`config.mk`:
```
export PLATFORM = sky130hd
export DESIGN_NAME = serial_bus_cmd_scheduler
export DESIGN_NICKNAME = d
export VERILOG_FILES = /design/src/rtl/serial_bus_cmd_scheduler.sv
export SDC_FILE = /design/constraint.sdc
export NUM_CORES = 1
export LEC_CHECK = 0
export CORE_MARGIN = 5
export CORE_UTILIZATION = 57
export CTS_BUF_LIST = sky130_fd_sc_hd__clkbuf_8
export CTS_CLUSTER_DIAMETER = 150
export DETAILED_ROUTE_END_ITERATION = 10
export PLACE_DENSITY = 0.93
export SYNTH_ARGS = -nofsm -noshare
export SYNTH_HDL_FRONTEND = slang
export SYNTH_SLANG_ARGS = --single-unit
```
`constraint.sdc`:
```
create_clock -name clk -period 3.4 [get_ports clk]
set_input_delay 0.68 -clock clk [delete_from_list [all_inputs] [get_ports clk]]
set_output_delay 0.68 -clock clk [all_outputs]
set_load 0.01 [all_outputs]
```
`src/rtl/serial_bus_cmd_scheduler.sv`:
```
// serial_bus_cmd_scheduler: queues write/read commands and issues them one at a time to the serial bus master
module serial_bus_cmd_scheduler #(
  parameter int SLAVE_LEN = 2,
  parameter int ADDR_LEN  = 12,
  parameter int DATA_LEN  = 8,
  parameter int BURST_LEN = 12,
  parameter int CMD_DEPTH = 4,
  parameter int TIMEOUT   = 4096
) (
  input  logic                               clk,
  input  logic                               reset,
  input  logic                               cmd_valid,
  output logic                               cmd_ready,
  input  logic                               cmd_write,
  input  logic [SLAVE_LEN-1:0]               cmd_slave,
  input  logic [ADDR_LEN-1:0]                cmd_addr,
  input  logic [DATA_LEN-1:0]                cmd_data,
  input  logic [BURST_LEN-1:0]               cmd_burst,
  input  logic                               flush,
  input  logic                               err_clr,
  input  logic                               trans_done,
  input  logic                               new_rx,
  input  logic [DATA_LEN-1:0]                data_in,
  output logic [1:0]                         instruction,
  output logic [SLAVE_LEN-1:0]               slave_select,
  output logic [ADDR_LEN-1:0]                address,
  output logic [DATA_LEN-1:0]                data_out,
  output logic [BURST_LEN-1:0]               burst_num,
  output logic                               rx_valid,
  output logic [DATA_LEN-1:0]                rx_data,
  output logic                               done,
  output logic                               done_err,
  output logic                               err,
  output logic [$clog2(CMD_DEPTH+1)-1:0]     level,
  output logic                               busy
);
  localparam int LW = $clog2(CMD_DEPTH+1);
  localparam int PW = $clog2(CMD_DEPTH);
  localparam int EW = 1 + SLAVE_LEN + ADDR_LEN + DATA_LEN + BURST_LEN;
  localparam int TW = TIMEOUT > 1 ? $clog2(TIMEOUT) : 1;
  typedef enum logic [1:0] {IDLE, WAIT_WR, WAIT_RD} state_t;
  state_t state;
  logic [EW-1:0] mem [CMD_DEPTH];
  logic [PW-1:0] wr_ptr, rd_ptr;
  logic [TW-1:0] timer;
  logic push, pop, timeout;
  logic h_write;
  logic [SLAVE_LEN-1:0] h_slave;
  logic [ADDR_LEN-1:0] h_addr;
  logic [DATA_LEN-1:0] h_data;
  logic [BURST_LEN-1:0] h_burst;
  assign cmd_ready = level != LW'(CMD_DEPTH);
  assign push = cmd_valid && cmd_ready && !flush;
  assign pop = state == IDLE && level != '0 && !flush;
  // trans_done on the last allowed cycle counts as a normal completion
  assign timeout = TIMEOUT != 0 && state != IDLE && timer == TW'(TIMEOUT - 1) && !trans_done;
  assign busy = state != IDLE || level != '0;
  assign {h_write, h_slave, h_addr, h_data, h_burst} = mem[rd_ptr];
  always_ff @(posedge clk)
    if (push) mem[wr_ptr] <= {cmd_write, cmd_slave, cmd_addr, cmd_data, cmd_burst};
  always_ff @(posedge clk or posedge reset) begin
    if (reset) begin
      state <= IDLE;
      wr_ptr <= '0;
      rd_ptr <= '0;
      level <= '0;
      timer <= '0;
      instruction <= 2'b00;
      slave_select <= SLAVE_LEN'(1);
      address <= '0;
      data_out <= '0;
      burst_num <= '0;
      rx_valid <= 1'b0;
      rx_data <= '0;
      done <= 1'b0;
      done_err <= 1'b0;
      err <= 1'b0;
    end else begin
      rx_valid <= 1'b0;
      done <= 1'b0;
      done_err <= 1'b0;
      wr_ptr <= flush ? '0 : push ? wr_ptr + PW'(1) : wr_ptr;
      rd_ptr <= flush ? '0 : pop ? rd_ptr + PW'(1) : rd_ptr;
      level <= flush ? '0 : level + LW'(push) - LW'(pop);
      err <= timeout ? 1'b1 : err_clr ? 1'b0 : err;
      if (state == IDLE) begin
        if (pop) begin
          state <= h_write ? WAIT_WR : WAIT_RD;
          instruction <= h_write ? 2'b10 : 2'b11;
          {slave_select, address, data_out, burst_num} <= {h_slave, h_addr, h_data, h_burst};
          timer <= '0;
        end
      end else begin
        timer <= timer + TW'(1);
        if (state == WAIT_RD && new_rx) begin
          rx_data <= data_in;
          rx_valid <= 1'b1;
        end
        if (trans_done || timeout) begin
          state <= IDLE;
          instruction <= 2'b00;
          done <= 1'b1;
          done_err <= timeout;
        end
      end
    end
  end
endmodule

```
==> results.md <==
* Num CTS Buffers at 34
* Post-route DRC at 0
* Fin. max-slew vios at 0
* Drt first pass iters at 5
* Main flop type after synthesis: edfxtp_1
* Initial antenna violation count at 0
* Final Cycle Share at 0.827
* Synth Area in Adders at 0.0134
* Share of cells above drive strength 1 at 0.248
* Status: finished clean
* Syn_nets at 468
* Fin util at 0.722
* ANT cells at 0
* Syn Std Cell Area at 0.00803 mm2
* CTS tree: built
* Total congestion overflow at 0
* Relative slew margins at 0.292
* Cell Rows at between 40 and 50
* Hpwl dp at 9.59 mm
* Final #Nets at 599
* Vert. Die Dim at 129 um
* Via count at around 4.3k
* Total Power at 7.86 mW
* Fmax at 0.356 GHz
* Initial DRC count at 286
* Post-synthesis mux area share at 0.169
* Post-cts sizing count at 0
* Largest family of logic cells by synthesized area: multiplexers
* Post-synth EDFFs at 140
* Wire length per cell at 21.7 um
* Post-place setup slack at ~0.34 ns
* Width of the chip at around 130 um
* Cells after synthesis at 410
* Worst Hold Class: reg2reg
* Clock sinks at 208
* Post-CTS Setup Bufs at 0
* Clock Skew at 0.0240 ns
* Final setup viols at 0
* Xor/xnor cell area share of the yosys netlist at 0.00218
* Post-CTS Hold Buffers at 0
* P_leak at 3.65 nW
* GRT Total Usage at 0.206
* Design Area, Final at approximately 0.01 mm2
* Final Wtd Congestion at 0.832
* CTS clk-pin slew, worst paths at 0.06 ns
* Gate power share at 0.276
* P per Cell Area at between 700 and 800 mW/mm2
* WS Path Type: reg2out
* Sequential power share at 0.451
* Dpl cells at 685
* Worst setup EP type: output port
* Synth warn at 0
* Final hold viol count at 0
* RSZ-0062 raised after global routing: false
* Vias in the first global route at 4,869
* Worst-Margin Slew at 1.06 ns
* Die ar. at 0.0166 mm2
* Placed Area at 0.00930 mm2
* Global-route wire length before repair at 26.1 mm
* Pint at 5.66 mW
* Layout area overhead at 24.2%
* Switching share of total power at 0.280
* Clock Power Share at 0.273
* Io pins at 103
* Worst setup margin at 0.590 ns
* CTS Root Cell: clkbuf_8
* Clock Path Buffers at 3
* Max-Cap Viols at 0
* Sequential share of the synthesized area at 0.735
* Simple-gate area share of the yosys netlist at 0.0344
* Critical Path Fanout Max at 5
* CP required at between 2 and 3 ns
* Compound-Gate Fraction of Synth Area at 0.0243
* Total negative slack at 0 ns
* Cell variety after synth at 48
* CP Data Arrival Time at 2.13 ns
* Fillers at 809
* Fraction of registers with async set/reset at 0.327
* Avg Cell Area, Syn at between 15 and 20 um2
* Largest net degree at the start of global routing at 42
* Std-Cell Core Area at 0.0138 mm2
* PortBufs at 102
* Vias per std cell at 5.83
* CP startpoint kind: flip-flop
* Hold Slack at 0.498 ns
* Switching power total at between 2 and 2.5 mW
* Post-synthesis register bit count at approximately 210
* Clock latency on the worst-skew pair at 0.52 ns
* DRT antenna net count at 0
* Final Non-Filler Cells at 745
* Initial core utilization at 0.581
* Worst VDD drop at 0.000562 V
* CTS H-tree depth at 2
* Tmin final at ~2.8 ns
* Final WL at 16.2 mm
## per-layer routing
| metal | wire length [um] | global-route usage |
|---|---|---|
| met5 | 0 | 0 |
| met4 | 296 | 0.0630 |
| met3 | 1250 | 0.0498 |
| met2 | 8350 | 0.352 |
| met1 | 6280 | 0.265 |
## critical path, cell delays in order (launching register included)
cell             delay (ns)
dfrtp_1                0.46
nor3b_1                0.45
inv_1                  0.19
clkdlybuf4s50_1        0.52
## layout make-up
| cell class | instances | area, um2 | share of cell area |
|---|---|---|---|
| multi-input cells | 172 | 1960 | 0.196 |
| clock inverters | 18 | 108 | 0.0108 |
| well taps | 180 | 225 | 0.0226 |
| repair buffers | 113 | 1150 | 0.116 |
| inverters | 12 | 47.5 | 0.00476 |
| flip-flops and latches | 208 | 5910 | 0.592 |
| clock buffers | 42 | 578 | 0.0579 |
## cells by family (layout without fill, tap and decap cells)
group                      after synthesis  after routing
muxes                                   83             83
buffers and inverters                   30            185
AOI/OAI and AO/OA                       30             30
DFF                                    208            208
adders and majority gates                8              8
and+or+nand+nor                         49             49
xor gates and xnor gates                 2              2
## Yosys cell counts, types with 3 or more instances
cell        n  area, um2
edfxtp_1  140       4200
dfrtp_1    67       1680
mux4_2     35        788
mux2_2     26        293
o21ai_0    12       60.1
inv_1      11       41.3
mux2_4     10        150
nand3_1     9       45.0
clkbuf_1    8       30.0
ha_1        7       87.6
nand2_1     7       26.3
nor2_1      7       26.3
mux2_1      6       67.6
mux2i_1     6       60.1
and2_1      5       31.3
buf_2       5       25.0
o211ai_1    5       37.5
a21oi_1     4       20.0
nor3b_1     3       22.5
or3_1       3       18.8
## worst paths after layout
check                                  start            to  slack [ns]  cells after the start
worst max-delay path                level[1]     cmd_ready        0.59                      3
worst min-delay path            burst_num[4]  burst_num[4]        0.50                      1
worst max register to register      state[0]      level[2]        0.90                     10
worst min register to register  burst_num[4]  burst_num[4]        0.50                      1
max in group asynchronous              reset     rd_ptr[1]        2.06                      3
min in group asynchronous              reset      timer[5]        0.62                      2
## cells in the final DEF, fill, tap and decap left out, types with 2 or more instances in the layout
cell,Yosys,routed
a21oi_1,4,4
and2_2,0,4
and4_1,2,2
buf_12,2,4
buf_4,2,7
clkbuf_8,0,42
clkdlybuf4s50_1,0,102
clkinv_2,1,3
dfrtp_1,67,65
dfrtp_2,0,2
edfxtp_1,140,140
ha_1,7,7
inv_1,11,23
mux2_1,6,6
mux2_2,26,26
mux2_4,10,10
mux2i_1,6,6
mux4_2,35,35
nand2_1,7,7
nand3_1,9,9
nand4_1,2,2
nor2_1,7,7
nor3_1,2,2
nor3b_1,3,3
o211ai_1,5,5
o21ai_0,12,12
or3_1,3,3
or4_1,2,2
## registers in the layout, indices dropped and copies added (netlist names)
signal / cells
address: 12
burst_num: 12
data_out: 8
done: 1
done_err: 1
err: 1
instruction: 2
level: 3
mem: 140
rd_ptr: 2
rx_data: 8
rx_valid: 1
slave_select: 2
state: 1
timer: 12
wr_ptr: 2
## power groups by stage
| stage | clock, mW | combinational, mW | sequential (mW) |
|---|---|---|---|
| final | 2.14 | 2.17 | 3.55 |
| after detailed placement | 0 | 2.18 | 3.59 |
| after floorplan | 0 | 1.28 | 3.50 |
| after CTS | 2.20 | 2.20 | 3.55 |
| after global routing | 2.33 | 2.33 | 3.61 |
| after global placement | 0 | 2.10 | 3.56 |
(Power assumes the default switching activity.)
